==> config.mk <==
export PLATFORM = sky130hd
export DESIGN_NAME = mc_sequencer
export DESIGN_NICKNAME = d
export VERILOG_FILES = /design/src/rtl/mc_sequencer.sv
export SDC_FILE = /design/constraint.sdc
export NUM_CORES = 1
export LEC_CHECK = 0
export ABC_AREA = 1
export BUFFER_PORTS_ARGS = -buffer_cell sky130_fd_sc_hd__clkbuf_2
export CELL_PAD_IN_SITES_DETAIL_PLACEMENT = 0
export CELL_PAD_IN_SITES_GLOBAL_PLACEMENT = 1
export CORE_AREA = 2 2 57 59
export DETAILED_ROUTE_END_ITERATION = 6
export DIE_AREA = 0 0 59 61
export PLACE_DENSITY_LB_ADDON = 0.1
export SLEW_MARGIN = 20
export SYNTH_ARGS = -nofsm -noshare
export SYNTH_HDL_FRONTEND = slang
export SYNTH_SLANG_ARGS = --single-unit
==> constraint.sdc <==
create_clock -name clock -period 1.54 [get_ports clock]
set_input_delay 0.308 -clock clock [delete_from_list [all_inputs] [get_ports clock]]
set_output_delay 0.308 -clock clock [all_outputs]
set_load 0.005 [all_outputs]
==> src/rtl/mc_sequencer.sv <==
// Multicycle instruction sequencer for the Minisys-1A CPU: IF/ID/EXE/MEM/WB
// stepping with memory wait states, bus timeout, mul/div stall and exception entry.
module mc_sequencer #(
  parameter int ADDR_HI_W = 22,
  parameter int MEM_WAIT  = 0,
  parameter int TIMEOUT   = 15   // must exceed MEM_WAIT
) (
  input  logic                 clock,
  input  logic                 reset,
  input  logic                 is_jump,
  input  logic                 is_link,
  input  logic                 is_branch,
  input  logic                 branch_taken,
  input  logic                 is_load,
  input  logic                 is_store,
  input  logic                 is_muldiv,
  input  logic                 muldiv_done,
  input  logic                 except_req,
  input  logic                 is_eret,
  input  logic                 int_req,
  input  logic [ADDR_HI_W-1:0] addr_high,
  input  logic                 mem_ready,
  output logic [2:0]           pc_sel,
  output logic                 wir,
  output logic                 waluresult,
  output logic                 reg_write,
  output logic                 mem_read,
  output logic                 mem_write,
  output logic                 io_read,
  output logic                 io_write,
  output logic                 exc_entry,
  output logic                 bus_error,
  output logic [2:0]           state
);

  localparam int CW = $clog2(TIMEOUT + 1);

  typedef enum logic [2:0] {
    S_INIT = 3'd0,
    S_IF   = 3'd1,
    S_ID   = 3'd2,
    S_EXE  = 3'd3,
    S_MEM  = 3'd4,
    S_WB   = 3'd5,
    S_EXC  = 3'd6
  } state_t;

  localparam logic [2:0] PC_HOLD = 3'b000;
  localparam logic [2:0] PC_INC  = 3'b001;
  localparam logic [2:0] PC_JMP  = 3'b010;
  localparam logic [2:0] PC_BR   = 3'b011;
  localparam logic [2:0] PC_VEC  = 3'b100;
  localparam logic [2:0] PC_EPC  = 3'b101;

  state_t        state_q, state_d;
  logic [CW-1:0] wcnt_q, wcnt_d;
  logic          io;
  logic          mem_exit;

  assign io       = &addr_high;
  // IO space has no ready handshake; only the minimum wait applies.
  assign mem_exit = (wcnt_q >= CW'(MEM_WAIT)) && (io || mem_ready);

  always_comb begin
    // NOTE: every output gets a default first so no path through the case infers a latch.
    state_d    = state_q;
    pc_sel     = PC_HOLD;
    wir        = 1'b0;
    waluresult = 1'b0;
    reg_write  = 1'b0;
    mem_read   = 1'b0;
    mem_write  = 1'b0;
    io_read    = 1'b0;
    io_write   = 1'b0;
    exc_entry  = 1'b0;
    bus_error  = 1'b0;
    case (state_q)
      S_INIT: state_d = S_IF;
      S_IF: begin
        if (int_req) begin
          state_d = S_EXC;
        end else begin
          wir     = 1'b1;
          pc_sel  = PC_INC;
          state_d = S_ID;
        end
      end
      S_ID: begin
        if (except_req) begin
          state_d = S_EXC;
        end else if (is_eret) begin
          pc_sel  = PC_EPC;
          state_d = S_IF;
        end else if (is_jump) begin
          pc_sel    = PC_JMP;
          reg_write = is_link;
          state_d   = S_IF;
        end else begin
          state_d = S_EXE;
        end
      end
      S_EXE: begin
        waluresult = 1'b1;
        if (is_muldiv && !muldiv_done) begin
          state_d = S_EXE;
        end else if (is_load || is_store) begin
          state_d = S_MEM;
        end else if (is_branch) begin
          pc_sel  = branch_taken ? PC_BR : PC_HOLD;
          state_d = is_link ? S_WB : S_IF;
        end else begin
          state_d = S_WB;
        end
      end
      S_MEM: begin
        mem_read  = is_load  && !io;
        io_read   = is_load  &&  io;
        mem_write = is_store && !io;
        io_write  = is_store &&  io;
        if (mem_exit) begin
          state_d = is_load ? S_WB : S_IF;
        end else if (wcnt_q == CW'(TIMEOUT)) begin
          bus_error = 1'b1;
          state_d   = S_EXC;
        end
      end
      S_WB: begin
        reg_write = 1'b1;
        state_d   = S_IF;
      end
      S_EXC: begin
        exc_entry = 1'b1;
        pc_sel    = PC_VEC;
        state_d   = S_IF;
      end
      default: state_d = S_INIT;
    endcase
  end

  // Counter runs only while staying in MEM, so it is zero on every MEM entry.
  assign wcnt_d = (state_q == S_MEM && state_d == S_MEM) ? wcnt_q + CW'(1) : '0;

  always_ff @(posedge clock or posedge reset) begin
    // NOTE: sequential state uses non-blocking assignments so all registers update together.
    if (reset) begin
      state_q <= S_INIT;
      wcnt_q  <= '0;
    end else begin
      state_q <= state_d;
      wcnt_q  <= wcnt_d;
    end
  end

  assign state = state_q;

endmodule

# [Word level (Yosys, flattened, before mapping)]
# Cells that the tools add are included.
[word_totals] in_bits=36 out_inout_bits=15 reg_bits=7 word_cells=63
[op_classes] eq_ne=8 reduce_logical=14 addsub=1 n_mux=37 order_cmp=1
[op_table] operator="3-bit two-way mux" count=11
[op_table] operator="22-bit AND reduction" count=1
[op_table] operator="1-bit two-way mux" count=15
[op_table] operator="3-bit one-hot mux with 5 select lines" count=1
[op_table] operator="2-bit two-way mux" count=7
[op_table] operator="3-bit == test, second input constant" count=4
[op_table] operator="3-bit one-hot mux with 4 select lines" count=1
[op_table] operator="1-bit logical AND" count=7
[op_table] operator="3-bit by 2-bit == test with 1-bit output, second input constant" count=2
[op_table] operator="4-bit by 1-bit adder with 4-bit output, second input constant" count=1
[op_table] operator="4-bit == test, second input constant" count=1
[op_table] operator="4-bit by 1-bit >= comparator with 1-bit output, second input constant" count=1
[op_table] operator="4-bit two-way mux" count=1
[op_table] operator="3-bit by 1-bit == test with 1-bit output, second input constant" count=1
[op_table] operator="3-bit zero test" count=1
[op_table] operator="3-bit OR reduction" count=1
[op_table] operator="1-bit zero test" count=2
[op_table] operator="1-bit logical OR" count=2
[op_table] operator="1-bit one-hot mux with 2 select lines" count=1

# [Depth between registers and ports, before layout]
[logic_depth] word_depth=8 mapped_depth=11 mapped_depth_nobuf=11

# [Worst setup path before layout]
# Ideal clock, no wire load.
[synth_timing] path_type="register to output" startpoint="reg state_q[2], in the netlist state[2]" endpoint="out pc_sel[0]" arrival_time_ns=1.098 required_time_ns=1.232 stages_incl_launch_ff=7 path_slack_ns=0.134 n_path_buf=0 path_cell_list="dfrtp_1 > inv_2 > nand3_2 > or2_1 > inv_1 > nand4_1 > nand3b_1"
[synth_between] elab_chain_len=2 word_cells_on_any_way=5 cone_classes="4 x eq/ne; 1 x mux"
[synth_rtl] element="from (decl)" line_no="55" source="state_t state_q, state_d;"
[synth_rtl] element="from (signal assigned)" line_no="149" source="state_q <= state_d;"
[synth_rtl] element="3-bit == test, or another cell as far along" line_no="77" source="case (state_q)"
[synth_rtl] element="3-bit one-hot mux with 4 select lines (*)" line_no="77"
[synth_rtl] element="to (decl)" line_no="23" source="output logic [2:0] pc_sel,"
# Mark *: on every way between the ends. The rest lies on a longest branch, timed or not.

# [Worst setup path after layout]
[layout_timing] startpoint="reg state_q[0], in the netlist state[0]" endpoint="out pc_sel[0]"
# The elaborated chain is that of the path after synthesis.

==> PnR_summary.wiki <==
{| class="wikitable"
! Metric !! Value
|-
| Worst hold slack after final layout || 0.391 ns
|-
| Die footprint || 3600 µm²
|-
| Syn Area/Cell || 6.36 µm²
|-
| GR met3 Demand/Resource || 2.13%
|-
| Placement Setup Slack || -0.104 ns
|-
| Share of total power consumed by net switching || 43.3%
|-
| Largest cells by area after synthesis || sky130_fd_sc_hd__dfrtp_1, sky130_fd_sc_hd__nand2_1, sky130_fd_sc_hd__nor2_1, sky130_fd_sc_hd__inv_1, sky130_fd_sc_hd__nand4_1
|-
| TritonCTS buffer count || 3
|-
| Synth Instances || 112
|-
| Count of clock tree sinks || 7
|-
| Placer Congestion || 0.777
|-
| YS warnings || 0
|-
| Clock insertion delay at the later pin of the skew report || 0.25 ns
|-
| Final hold viol count || 0
|-
| R2R depth || 9
|-
| Worst slew margin relative to its limit || 81.8%
|-
| ANT nets after route || 0
|-
| Data required time at the worst endpoint || 1.23 ns
|-
| Maxcap violations || 0
|-
| Reg-to-Reg End || wcnt_q[0]$_DFF_PP0_
|-
| Standard cell core area || 2950 µm²
|-
| Total of endpoints with negative setup slack in the final report || 10
|-
| Biggest cell delay along the critical path || 0.39 ns
|-
| Cell depth of the worst setup path || 7
|-
| Violations in the final reports || setup timing
|-
| Number of buffers added on ports || 50
|-
| Library cells used by synthesis || 25
|-
| Combinational power share || 69.1%
|-
| Number of antenna violations at the first check in global routing || 0
|-
| Final setup slack of the worst path || -0.233 ns
|-
| Site Rows || 20
|-
| Cell taking the most area after synthesis || sky130_fd_sc_hd__dfrtp_1
|-
| Minimum setup slack among reg-to-reg paths || 0 ns
|-
| DR pass1 iterations || 4
|-
| Setup_tns || -1.32 ns
|-
| Number of cells on the worst hold path || 4
|-
| Part of the total power dissipated in the clock network || 11.8%
|-
| Clock root buffer || sky130_fd_sc_hd__clkbuf_4
|-
| Startpoint of the most critical register-to-register path || state[2]$_DFF_PP0_
|-
| NetSw || 0.629 mW
|-
| Final net count || 227
|-
| Top FF cell, synth || sky130_fd_sc_hd__dfrtp_1
|-
| Max Clock Freq || 564 MHz
|-
| Yosys top cell area share || 24.6%
|-
| Clock Pin Slew Worst Setup and Hold Paths || 0.06 ns
|-
| Cell Int Power || 0.825 mW
|-
| Average wire per cell in the routed design || 10.0 µm
|-
| Fraction of layout cells with a size suffix above 1 || 56.1%
|-
| Tightest Pin Transition || 0.271 ns
|-
| DRT iter0 DRCs || 33
|-
| M1 GR Usage || 13.5%
|-
| Post-synthesis register bit count || 7
|-
| Share of flip-flops with an asynchronous set or reset || 100%
|-
| Startpoint kind of the worst setup timing path || flip-flop
|-
| Antenna cells || 0
|-
| Setup repair after global routing missed its margin || yes
|-
| X dimension of the die || 59 µm
|-
| Final worst clock skew || 0.00425 ns
|-
| Total global routing track utilization || 12.8%
|-
| Ranking of synthesized cells by instance count || sky130_fd_sc_hd__nand2_1, sky130_fd_sc_hd__nor2_1, sky130_fd_sc_hd__inv_1
|-
| Number of H-tree levels || 1
|-
| Wire length of the first global-routing pass || 3530 µm
|-
| CTS max path bufs || 2
|-
| Die H || 61 µm
|-
| Drc violations || 0
|-
| I/O pin count || 51
|-
| Global route hottest layer || met2
|-
| Sum of buffers and inverters on the critical path || 3
|-
| Initial Utilization || 24.1%
|-
| Part of the power in registers || 19.1%
|-
| Crit path DAT || 1.47 ns
|-
| Utilization after layout || 42.7%
|-
| Peak fanout along the critical path || 3
|-
| Net count of the mapped netlist || 149
|-
| Number of global-route vias before repair || 872
|-
| Worst-path cell with the longest stage delay || sky130_fd_sc_hd__dfrtp_1
|-
| Total half-perimeter wirelength after legalization and detailed placement || 1840 µm
|-
| Peak ir drop on the vdd network || 292 µV
|-
| Number of slew-limit violations in the final report || 0
|-
| Pwr Total || 1.45 mW
|-
| Overflow left after global routing || 0
|-
| Pin count of the biggest net entering global routing || 8
|-
| Source of the worst hold timing path || mem_ready
|-
| Final Routed Wirelength || 2230 µm
|-
| Met2 usage in global routing || 26.0%
|-
| Number of vias per cell after detailed routing || 4.37
|-
| TritonCTS clock tree || built
|-
| Total power divided by cell area || 1150 nW/µm²
|-
| Total number of vias || 971
|-
| Critical Setup Path Class || reg -> out
|-
| Crit-path leading delay family || simple AND/OR/NAND/NOR gates
|-
| Hold Path Sink || state[2]$_DFF_PP0_
|-
| Portion of the clock cycle consumed by the worst path in the final layout || 115%
|-
| Combined area of all synthesized cells || 712 µm²
|-
| Share of synthesized area occupied by flip-flops and latches || 24.6%
|-
| Nature of the critical path endpoint || output port
|-
| CP Cell Sequence || buf_4 -> nand3_2 -> or2_1 -> inv_1 -> nand4_1 -> nand3b_1 -> clkbuf_2
|-
| EDFF count, synth || 0
|-
| Clock period minus worst slack || 1.77 ns
|-
| Cell with the most instances after synthesis || sky130_fd_sc_hd__nand2_1
|-
| Leakage dissipation || 0.697 nW
|-
| Synth-to-layout area growth || 77.0%
|-
| Result of the run || finished, violations left
|-
| Min-Delay Path Class || in -> reg
|}
-- sequential cells by signal, summed over array words and instances, names as in the netlist --
name and flops:
wcnt_q 4, state 3
-- worst reg2reg max path, stage by stage (launching register included) --
cell,delay (ns)
sky130_fd_sc_hd__dfrtp_1,0.40
sky130_fd_sc_hd__inv_2,0.10
sky130_fd_sc_hd__buf_6,0.12
sky130_fd_sc_hd__nor3_1,0.04
sky130_fd_sc_hd__buf_4,0.15
sky130_fd_sc_hd__nor3_4,0.17
sky130_fd_sc_hd__nand4_1,0.14
sky130_fd_sc_hd__a21oi_2,0.16
sky130_fd_sc_hd__nand2_2,0.10
sky130_fd_sc_hd__nor2_1,0.09
-- power groups by stage --
stage | clock, mW | combinational [mW] | sequential, mW
final | 0.171 | 1.01 | 0.277
after global routing | 0.191 | 1.11 | 0.283
after CTS | 0.176 | 0.853 | 0.278
after detailed placement | 0 | 0.751 | 0.285
after global placement | 0 | 0.751 | 0.284
after floorplan | 0 | 0.429 | 0.286
-- layout by cell type (no fill, tap or decap), drive strengths merged --
master / instances
ha: 1
nand3: 9
or2: 2
o21a: 1
nand4: 6
xnor2: 1
or3: 2
dfrtp: 7
dlygate4sd3: 1
nor2: 23
o21bai: 1
inv: 17
buf: 24
nand3b: 2
xor2: 1
nor3: 5
clkbuf: 52
a21oi: 2
o21ai: 1
nand2: 31
-- routing by layer --
metal / vias up / wire (µm)
met3: 0 / 154
met4: 0 / 0
met5: - / 0
li1: 516 / -
met2: 34 / 1240
met1: 421 / 835
-- area by class of cell --
cell class	instances	area (µm²)
clock buffer	4	26.3
fill	336	1690
sequential	7	176
multi-input combinational	88	519
tap	33	41.3
timing repair buffer	73	433
inverter	17	63.8
-- worst max path at each step --
stage / from / to
after floorplan: state[2]$_DFF_PP0_ / pc_sel[0]
after global placement: is_store / pc_sel[0]
after detailed placement: addr_high[6] / io_read
after CTS: state[1]$_DFF_PP0_ / pc_sel[0]
after global routing: state[0]$_DFF_PP0_ / pc_sel[0]
final: state[0]$_DFF_PP0_ / pc_sel[0]
-- cell families after synthesis --
logic type / Yosys count / synth area share [%]
xor gates and xnor gates: 2 / 2.46
and+or+nand+nor: 80 / 56.9
AOI/OAI and AO/OA: 5 / 5.27
adders and majority gates: 1 / 1.76
DFF: 7 / 24.6
buffers and inverters: 17 / 8.96
-- stage by stage --
stage	std cells	area, µm²
2_1_floorplan	112	712
3_3_place_gp	206	1090
3_5_place_dp	206	1090
4_1_cts	218	1190
5_1_grt	222	1260
6_report	222	1260
-- timing repair --
action / in CTS / in global routing
gates resized for setup: 6 / 12
pin swaps: 5 / 8
setup buffers: 7 / 4
endpoints found under the hold margin: 7 / 0
hold buffers: 1 / 0
setup endpoints to repair: 10 / 15
Note: power is estimated with default switching activity, not from simulation.
